==> config.mk <==
export PLATFORM = sky130hd
export DESIGN_NAME = sdp_x_alu_cfg_triosy_sync_rx
export DESIGN_NICKNAME = d
export VERILOG_FILES = /design/src/rtl/sdp_x_alu_cfg_triosy_sync_rx.sv
export SDC_FILE = /design/constraint.sdc
export NUM_CORES = 1
export LEC_CHECK = 0
export BUFFER_PORTS_ARGS = -buffer_cell sky130_fd_sc_hd__buf_2
export CORE_MARGIN = 3
export CORE_UTILIZATION = 57
export DETAILED_ROUTE_END_ITERATION = 10
export PLACE_DENSITY = 0.93
export REMOVE_ABC_BUFFERS = 1
export SLEW_MARGIN = 10
export SYNTH_ARGS = -nofsm -noshare
export SYNTH_HDL_FRONTEND = slang
export SYNTH_SLANG_ARGS = --single-unit
export TNS_END_PERCENT = 10
==> constraint.sdc <==
create_clock -name nvdla_core_clk -period 5.1 [get_ports nvdla_core_clk]
set_clock_uncertainty 0.1 [all_clocks]
set_input_delay 0.51 -clock nvdla_core_clk [delete_from_list [all_inputs] [get_ports nvdla_core_clk]]
set_output_delay 0.51 -clock nvdla_core_clk [all_outputs]
set_load 0.05 [all_outputs]
==> src/rtl/sdp_x_alu_cfg_triosy_sync_rx.sv <==
// Collects per-field triosy done strobes from the X-ALU core and raises one
// layer-done request per layer, buffering strobes that run ahead into the next layer.
module sdp_x_alu_cfg_triosy_sync_rx #(
    parameter int NUM_CH = 4,
    parameter int CNT_W  = 8
) (
    input  logic              nvdla_core_clk,
    input  logic              nvdla_core_rst,
    input  logic [NUM_CH-1:0] triosy_lz,
    input  logic [NUM_CH-1:0] ch_en,
    output logic              done_vld,
    input  logic              done_rdy,
    output logic [NUM_CH-1:0] pend_mask,
    output logic [CNT_W-1:0]  layer_cnt,
    output logic              err_dup,
    input  logic              err_clr
);

    typedef enum logic [1:0] {IDLE, COLLECT, REPORT} state_t;

    state_t            state, state_nxt;
    logic [NUM_CH-1:0] nxt_mask, pend_n, nxt_n;
    logic [NUM_CH-1:0] lz_v, acc, hand_mask;
    logic              vld_n, dup, hs;

    always_comb begin
        lz_v      = triosy_lz & ch_en;
        hs        = done_vld & done_rdy;
        acc       = pend_mask | lz_v;
        hand_mask = nxt_mask | lz_v;
        state_nxt = state;
        pend_n    = pend_mask;
        nxt_n     = nxt_mask;
        vld_n     = done_vld;
        dup       = 1'b0;
        case (state)
            IDLE: begin
                if (ch_en != '0 && lz_v != '0) begin
                    pend_n = lz_v;
                    if (lz_v == ch_en) begin
                        state_nxt = REPORT;
                        vld_n     = 1'b1;
                    end else begin
                        state_nxt = COLLECT;
                    end
                end
            end
            COLLECT: begin
                if (ch_en == '0) begin
                    state_nxt = IDLE;
                    pend_n    = '0;
                end else begin
                    pend_n = acc;
                    dup    = |(lz_v & pend_mask);
                    // stale bits of since-disabled channels are masked out here
                    if ((acc & ch_en) == ch_en) begin
                        state_nxt = REPORT;
                        vld_n     = 1'b1;
                    end
                end
            end
            REPORT: begin
                dup = |(lz_v & nxt_mask);
                if (hs) begin
                    // the early strobes seed the next layer; a fully covered
                    // next layer re-raises done_vld after one idle cycle
                    vld_n  = 1'b0;
                    pend_n = hand_mask;
                    nxt_n  = '0;
                    if (hand_mask == '0)
                        state_nxt = IDLE;
                    else if (ch_en != '0 && (hand_mask & ch_en) == ch_en)
                        state_nxt = REPORT;
                    else
                        state_nxt = COLLECT;
                end else begin
                    vld_n = 1'b1;
                    nxt_n = hand_mask;
                end
            end
            default: begin
                state_nxt = IDLE;
                pend_n    = '0;
                nxt_n     = '0;
                vld_n     = 1'b0;
            end
        endcase
    end

    always_ff @(posedge nvdla_core_clk or posedge nvdla_core_rst) begin
        if (nvdla_core_rst) begin
            state     <= IDLE;
            pend_mask <= '0;
            nxt_mask  <= '0;
            done_vld  <= 1'b0;
            layer_cnt <= '0;
            err_dup   <= 1'b0;
        end else begin
            state     <= state_nxt;
            pend_mask <= pend_n;
            nxt_mask  <= nxt_n;
            done_vld  <= vld_n;
            if (hs)
                layer_cnt <= layer_cnt + CNT_W'(1);
            // a new duplicate outranks a simultaneous clear
            if (dup)
                err_dup <= 1'b1;
            else if (err_clr)
                err_dup <= 1'b0;
        end
    end

endmodule

# Word-level counts from Yosys, hierarchy flattened
# Index checks and enable logic that the tools add are counted.
word_totals:
  reg_bits: 20
  input_bits: 12
  out_inout_bits: 14
  word_cells: 64
op_classes:
  addsub: 1
  n_eq_ne: 11
  n_mux: 24
  bitwise_logic: 8
  n_reduce_logical: 14
op_table:
  columns: ["op", "count"]
  rows:
  - ["$and A4 B4 Y4", 5]
  - ["$mux W4", 4]
  - ["$mux W2", 7]
  - ["$eq A4 B4 Y1", 3]
  - ["$pmux W4 S3", 1]
  - ["$ne A2 B2 Y1 const B", 5]
  - ["$add A8 B1 Y8 const B", 1]
  - ["$logic_not A4 Y1", 2]
  - ["$mux W1", 8]
  - ["$or A4 B4 Y4", 2]
  - ["$pmux W4 S2", 1]
  - ["$reduce_bool A4 Y1", 2]
  - ["$reduce_or A4 Y1", 2]
  - ["$pmux W2 S3", 1]
  - ["$reduce_and A4 Y1", 1]
  - ["$ne A3 B3 Y1 const B", 1]
  - ["$pmux W1 S3", 1]
  - ["$reduce_and A3 Y1", 1]
  - ["$eq A2 B1 Y1 const B", 1]
  - ["$eq A2 B2 Y1 const B", 1]
  - ["$logic_and A1 B1 Y1", 2]
  - ["$logic_not A2 Y1", 1]
  - ["$pmux W1 S2", 1]
  - ["$reduce_and A2 Y1", 1]
  - ["3 further kinds", 3]

# Depth between registers and ports, before layout
# Gate-level depths: netlist (run 1).
logic_depth:
  word_depth: 9
  mapped_depth: 7
  ltp_nobuf: 6

# Worst setup path after synthesis (run 1)
# OpenSTA, ideal clock, no wires.
synth_timing:
  path_kind: "input port to flip-flop"
  from: "in ch_en[0]"
  to: "reg state[1]"
  setup_time_ns: 0.127
  arrival_ns: 1.563
  required_ns: 4.873
  slack_ns: 3.309
  path_stages: 4
  n_path_buf: 0
  path_cell_list: "or4_4 and3_1 a222oi_1 o21ai_1"
synth_via:
  elab_chain_len: 9
  word_cells_on_any_way: 24
  cone_classes: "eq/ne (5); mux (7); bitwise (5); reduce/logical (7)"
synth_lines:
  columns: ["element", "line", "source"]
  rows:
  - ["start: declaration", "10", "input logic [NUM_CH-1:0] ch_en,"]
  - ["$and A4 B4 Y4", "27", "lz_v = triosy_lz & ch_en;"]
  - ["$or A4 B4 Y4", "30", "hand_mask = nxt_mask | lz_v;"]
  - ["$and A4 B4 Y4", "72", "else if (ch_en != '0 && (hand_mask & ch_en) == ch_en)"]
  - ["$eq A4 B4 Y1", "72", null]
  - ["$logic_and A1 B1 Y1", "72", null]
  - ["$mux W2", "72", null]
  - ["$mux W2", "70", "if (hand_mask == '0)"]
  - ["$mux W2", "64", "if (hs) begin"]
  - ["$pmux W2 S3", "36", "case (state)"]
  - ["end signal: assignment", "99", "state <= state_nxt;"]
  - ["end: declaration", "21", "state_t state, state_nxt;"]
# Parallel ways exist; a longest one is shown, timed or not. The select of a mux whose other input is x is not followed.
# A chain may end at the register's enable or synchronous reset.

# Worst setup path after layout (run 1)
layout_timing:
  from: "reg state[1]"
  to: "reg done_vld"
layout_via:
  elab_chain_len: 3
  word_cells_on_any_way: 9
  cone_classes: "eq/ne (6); mux (1); reduce/logical (2)"
layout_lines:
  columns: ["element", "line", "source"]
  rows:
  - ["$eq A2 B1 Y1 or $logic_not A2 Y1 (tied branches)", "36", null]
  - ["$ne A2 B2 Y1 (no line)", null, null]
  - ["$reduce_and A4 Y1 (no line)", null, null]
  - ["end signal: assignment", "102", "done_vld <= vld_n;"]
  - ["end: declaration", "11", "output logic done_vld,"]
# Parallel ways exist; a longest one is shown, timed or not.

==> results of run 1 <==
==> worst register-to-register path, stage by stage, from the launching register on <==
cell and delay, ns:
sky130_fd_sc_hd__dfrtp_1 0.43, sky130_fd_sc_hd__inv_1 0.08, sky130_fd_sc_hd__ha_1 0.26, sky130_fd_sc_hd__nor2_1 0.31, sky130_fd_sc_hd__a21boi_0 0.58, sky130_fd_sc_hd__o41ai_1 0.19
==> power by group through the flow <==
stage	Combinational [W]	Sequential [W]	Clock (W)
after global routing	0.000512	0.000304	0.000138
after CTS	0.000474	0.000292	0.000133
final	0.000475	0.000293	0.000131
after detailed placement	0.000469	0.000294	0
after global placement	0.000451	0.000289	0
after floorplan	0.000227	0.000419	0
==> metal layers <==
| layer | track usage | vias to the layer above | part of all wire |
|---|---|---|---|
| li1 | - | 506 | - |
| met1 | 0.300 | 491 | 0.42 |
| met2 | 0.423 | 53 | 0.49 |
| met3 | 0.0262 | 9 | 0.067 |
| met4 | 0.0830 | 0 | 0.021 |
| met5 | 0 | - | 0 |
==> registers in the layout, summed over array words and instances, names as in the netlist <==
signal	count
layer_cnt	8
err_dup	1
done_vld	1
state	2
pend_mask	4
nxt_mask	4
==> final timing paths <==
check                            startpoint            to  slack, ns  cells past startpoint
hold reg to reg                layer_cnt[7]  layer_cnt[7]       0.37                      1
setup reg to reg                   state[1]      done_vld       3.02                      5
min in group nvdla_core_clk         err_clr       err_dup       0.28                      2
max in group asynchronous    nvdla_core_rst  layer_cnt[4]       4.20                      2
hold / removal               nvdla_core_rst   nxt_mask[2]       0.21                      2
setup / recovery                   state[1]      done_vld       3.02                      5
==> stage by stage <==
step	setup slack [ns]	util	cell area (µm²)	total power, W	std cells
after floorplan	3.31	-	1170	0.000646	121
after global placement	3.13	0.719	1320	0.000741	171
after detailed placement	3.09	0.719	1320	0.000764	171
after CTS	3.08	0.748	1380	0.000898	175
after global routing	2.90	0.748	1380	0.000955	175
final	3.02	0.748	1380	0.000899	175
==> layout make-up <==
type                            instances  area, µm²  share of cell area
Timing Repair Buffer                   25        125              0.0910
Tap cell                               25       31.3              0.0227
Multi-Input combinational cell         96        647               0.470
Inverter                                5       18.8              0.0136
Clock inverter                          1       30.0              0.0218
Clock buffer                            3       22.5              0.0164
Sequential cell                        20        500               0.364
==> cell families after synthesis <==
| family | after synthesis |
|---|---|
| XOR/XNOR | 7 |
| adder cells (fa/ha/maj) | 5 |
| AO/OA/AOI/OAI | 38 |
| AND/OR/NAND/NOR | 45 |
| multiplexers | 1 |
| flip-flops | 20 |
| buffers and inverters | 6 |
==> placed cells by master, fill, tap and decap left out, types with 4 or more instances in the layout <==
cell type	count
sky130_fd_sc_hd__buf_2	25
sky130_fd_sc_hd__a22oi_1	5
sky130_fd_sc_hd__nor3b_1	4
sky130_fd_sc_hd__nor2_1	10
sky130_fd_sc_hd__o21ai_1	6
sky130_fd_sc_hd__nand3_1	5
sky130_fd_sc_hd__a21oi_1	8
sky130_fd_sc_hd__ha_1	5
sky130_fd_sc_hd__inv_1	5
sky130_fd_sc_hd__nand2_1	10
sky130_fd_sc_hd__dfrtp_1	20
sky130_fd_sc_hd__xnor2_1	4
==> reports/metrics.cfg, run 1 <==
[clock_network]
clock_tree.htree_level_count = 1
tritoncts.num_buffers = 3
cts_setup_buffers = 0
ctsLongestPathBuffers = 2
path_clk_slew_ns = 0.12
ctsResizeCount = 0
ctsRootBufferMaster = sky130_fd_sc_hd__clkbuf_4
clock_latency_ns = 0.31
clock_tree_from_tritoncts = yes
numClockSinks = 20
postCtsHoldBufs = 0

[timing]
tmin_final_ns = 2.08
fmax_ghz = 0.481
max_slew_margin = 0.488
timing_max_transition_violations_final = 0
tightest_slew_ns = 0.768
grt_setup_unrepaired = no
finalSetupViolations = 0
finalHoldWorstSlack_ns = 0.214
post-route-period-util = 0.407
setup_tns_ns = 0
finalHoldViolations = 0

[die]
floorplan.io_pins = 26
core_um2 = 1840
start_util = 0.637
dieHeight_um = 51.3
die_span_in_x_um = 51.3
design.die.area_um2 = 2630
num_rows = 15

[setup_path]
crit_type = flip-flop to flip-flop
path_delay_family = compound AO/OA/AOI/OAI gates
end_kind = flip-flop
startpoint_type = flip-flop
worst_ep_required_time_ns = 5.17
critPathMaxFanout = 5
path_cells = inv_1, ha_1, nor2_1, a21boi_0, o41ai_1
cp.buffers_inverters = 1
critPathMaxStageDelay_ns = 0.58
critical-path-slowest-cell = sky130_fd_sc_hd__a21boi_0
critPathArrivalTime_ns = 2.15

[yosys]
synth_common_cells = sky130_fd_sc_hd__dfrtp_1, sky130_fd_sc_hd__nand2_1, sky130_fd_sc_hd__nor2_1, sky130_fd_sc_hd__a21oi_1, sky130_fd_sc_hd__o21ai_1
postSynthCellCount = 122
synth-warning-count = 0
synth.cell_area_um2 = 1170
post_synth_xor_area_fraction = 0.0524
number_of_synthesized_flops_with_an_enable_pin = 0
area_contributors_post_synth = sky130_fd_sc_hd__dfrtp_1, sky130_fd_sc_hd__ha_1, sky130_fd_sc_hd__a21oi_1
synthArstFlopShare = 1.00
synth_seq_cells = 20
library_cells_used_by_synthesis = 40
synth_sequential_area_ratio = 0.427
fraction_of_the_mapped_netlist_area_in_compound_gates = 0.222
synth_largest_area_cell = sky130_fd_sc_hd__dfrtp_1
syn-mean-instance-area_um2 = 9.60
most_frequently_used_cell_type_in_the_post_synthesis_netlist = sky130_fd_sc_hd__dfrtp_1
post_synth_fa_ha_maj_area_fraction = 0.0534
synth_top_family_by_area = compound AO/OA/AOI/OAI gates
yosys.area_share.simple = 0.215
synthMuxAreaShare = 0.00962
fraction_of_synthesized_cell_area_taken_by_the_top_area_cell_type = 0.427
synthFlopType = sky130_fd_sc_hd__dfrtp_1

[cells_and_area]
final_net_count = 168
antennaDiodeCount = 0
final.fill_count = 145
drive_above_1_share = 0.240
layout-area-overhead-vs-synth_pct = 17.4

[routing]
drt-vias-per-instance = 6.05
residual_drc_count = 0
final_routed_wirelength_across_all_metal_layers_mm = 2.80
drt_iter0_drc = 40
firstDrtPassIters = 4
routedWlPerCell_um = 16.0
postRouteAntennaNets = 0
route.vias.total = 1059

[global_route]
grt_antenna_before_repair = 0
globalRouteOverflowTotal = 0
grt_start_max_net_pins = 21
grt.total_usage = 0.239
wire_length_of_the_first_global_routing_pass_mm = 4.73
number_of_global_route_vias_before_repair = 1018

[power]
share_clk_of_total_power = 0.146
power.net_switching_w = 0.000447
worst_ir_drop_vdd_mv = 0.396
swShare = 0.497
comb_power_share = 0.528
p_leak_nw = 0.639
power_density_relative_to_cell_area_nw_per_um2 = 654
power_report.internal_total_w = 0.000452
power_frac_seq = 0.326

[placement]
hpwlAfterDp_mm = 2.05
place.gp.congestion = 0.933
placement.io_buffers = 25

[status]
outcome = completed

[hold_path]
worstHoldPathType = input port to async pin

[job]
maxCapViolations = 0

(Power assumes the default switching activity.)
==> run 2: changes to the inputs <==
--- a/config.mk
+++ b/config.mk
@@ -7,9 +7,9 @@
 export LEC_CHECK = 0
 export BUFFER_PORTS_ARGS = -buffer_cell sky130_fd_sc_hd__buf_2
 export CORE_MARGIN = 3
-export CORE_UTILIZATION = 57
+export CORE_UTILIZATION = 53
 export DETAILED_ROUTE_END_ITERATION = 10
-export PLACE_DENSITY = 0.93
+export PLACE_DENSITY = 0.88
 export REMOVE_ABC_BUFFERS = 1
 export SLEW_MARGIN = 10
 export SYNTH_ARGS = -nofsm -noshare
==> constraint.sdc (replaced) <==
create_clock -name nvdla_core_clk -period 2.12 [get_ports nvdla_core_clk]
set_clock_uncertainty 0.1 [all_clocks]
set_input_delay 0.212 -clock nvdla_core_clk [delete_from_list [all_inputs] [get_ports nvdla_core_clk]]
set_output_delay 0.212 -clock nvdla_core_clk [all_outputs]
set_load 0.05 [all_outputs]
==> reports/metrics.cfg, run 2 (synthesis results as in run 1) <==
[clock_network]
clock_tree.htree_level_count = 1
ctsLongestPathBuffers = 2
clock_latency_ns = 0.29
ctsResizeCount = 0
clock_tree_from_tritoncts = yes
path_clk_slew_ns = 0.11
tritoncts.num_buffers = 3
postCtsHoldBufs = 2
ctsRootBufferMaster = sky130_fd_sc_hd__clkbuf_4
numClockSinks = 20
cts_setup_buffers = 0

[cells_and_area]
final.fill_count = 169
final_cell_mix = sky130_fd_sc_hd__buf_2, sky130_fd_sc_hd__dfrtp_1, sky130_fd_sc_hd__nand2_1, sky130_fd_sc_hd__nor2_1, sky130_fd_sc_hd__a21oi_1
multi_input_area_um2 = 647
mostFrequentLayoutCell = sky130_fd_sc_hd__buf_2
layout_utilization = 0.683
antennaDiodeCount = 0
fin_area_um2 = 1380
final_net_count = 170
layout-area-overhead-vs-synth_pct = 17.9
seq_area_um2 = 500
layout_top_registers = layer_cnt: 8 flops, nxt_mask: 4 flops, pend_mask: 4 flops
drive_above_1_share = 0.237
register_containing_the_most_flip_flops_in_the_final_layout = layer_cnt
largest_register_ffs = 8

[global_route]
met1_usage = 0.279
globalRouteOverflowTotal = 0
grt_start_max_net_pins = 21
grt_busiest_layer = met2
grt_util_met3 = 0.0366
grt_util_met2 = 0.331
grt_antenna_before_repair = 0
number_of_global_route_vias_before_repair = 958
grt.total_usage = 0.206
wire_length_of_the_first_global_routing_pass_mm = 4.24

[timing]
max_slew_margin = 0.515
timing_max_transition_violations_final = 0
fmax_ghz = 0.525
post-route-period-util = 0.899
tightest_slew_ns = 0.727
setup_tns_ns = 0
finalSetupViolations = 0
finalHoldViolations = 0
tmin_final_ns = 1.91
grt_setup_unrepaired = no

[setup_path]
r2r-end = done_vld
worst_r2r_path_depth = 5
end_kind = flip-flop
critPathArrivalTime_ns = 1.98
path_delay_family = compound AO/OA/AOI/OAI gates
reg2reg_setup_slack_ns = 0.21
crit_cells = 5
path_cells = inv_1, ha_1, nor2_1, a21boi_0, o41ai_1
crit_start = state[1]
critical-path-slowest-cell = sky130_fd_sc_hd__a21boi_0
startpoint_type = flip-flop
r2r_startpoint = state[1]
crit_type = flip-flop to flip-flop
worst_ep_required_time_ns = 2.19
critPathMaxFanout = 5
critPathMaxStageDelay_ns = 0.46
cp.buffers_inverters = 1

[routing]
firstDrtPassIters = 4
drt-vias-per-instance = 5.87
postRouteAntennaNets = 0
residual_drc_count = 0
final_routed_wirelength_across_all_metal_layers_mm = 2.66
route.vias.total = 1050
routedWlPerCell_um = 14.8
drt_iter0_drc = 37

[die]
floorplan.io_pins = 26
dieHeight_um = 53.0
design.die.area_um2 = 2810
start_util = 0.579
die_span_in_x_um = 53.0
num_rows = 16
core_um2 = 2020

[hold_path]
worst_hold_path.endpoint = layer_cnt[2]
worstHoldStart = done_rdy
worstHoldPathType = input port to flip-flop
timing.hold.worst_path_depth = 3

[status]
outcome = completed

[job]
maxCapViolations = 0

[power]
p_leak_nw = 0.641
power_density_relative_to_cell_area_nw_per_um2 = 1490
worst_ir_drop_vdd_mv = 1.13

[placement]
placement.io_buffers = 25
placedInstanceArea_um2 = 1330
place.gp.congestion = 0.958
hpwlAfterDp_mm = 2.03

run 2: cell count changes in the layout (fill, tap and decap cells not counted), sizes merged:
cell,before,now
dlygate4sd3,0,2
bufinv,1,0
clkbuf,3,4
run 2: final cells by class:
class	instances	area share
clock buffer	4	0.0263
inverter	5	0.0136
multi-input combinational	96	0.468
sequential	20	0.362
tap	27	0.0245
timing repair buffer	27	0.105
run 2: stage by stage:
| step | cells | hold slack [ns] | setup WS, ns | total power (W) |
|---|---|---|---|---|
| after global routing | 179 | 0.143 | 0.105 | 0.00219 |
| after floorplan | 121 | 0.0758 | 0.382 | 0.00155 |
| final | 179 | 0.140 | 0.215 | 0.00206 |
| after CTS | 179 | 0.138 | 0.224 | 0.00206 |
| after detailed placement | 173 | 0.280 | 0.260 | 0.00183 |
| after global placement | 173 | 0.268 | 0.341 | 0.00180 |
run 2: how the worst max path moves through the flow:
stage | to | slack, ns
6_report | done_vld | 0.21
5_1_grt | done_vld | 0.11
4_1_cts | done_vld | 0.22
3_5_place_dp | done_vld | 0.26
3_3_place_gp | done_vld | 0.34
2_1_floorplan | state[1] | 0.38
run 2: power by group:
group          leakage [nW]  internal, W  total, W  switching, W
clock network        0.0210     0.000105  0.000220      0.000115
logic                 0.361     0.000368   0.00114      0.000770
registers             0.259     0.000534  0.000699      0.000165
total                 0.641      0.00101   0.00206       0.00105
run 2: layer usage:
layer,part of all wire,vias up
li1,-,505
met1,0.46,495
met2,0.47,46
met3,0.066,4
met4,0.0098,0
met5,0,-
run 2: worst register-to-register path: cells and delay by family (launching register included):
family,cells,cell delay (ns)
adders and majority gates,1,0.27
DFF,1,0.44
and+or+nand+nor,1,0.28
AOI/OAI and AO/OA,2,0.61
buffers and inverters,1,0.09
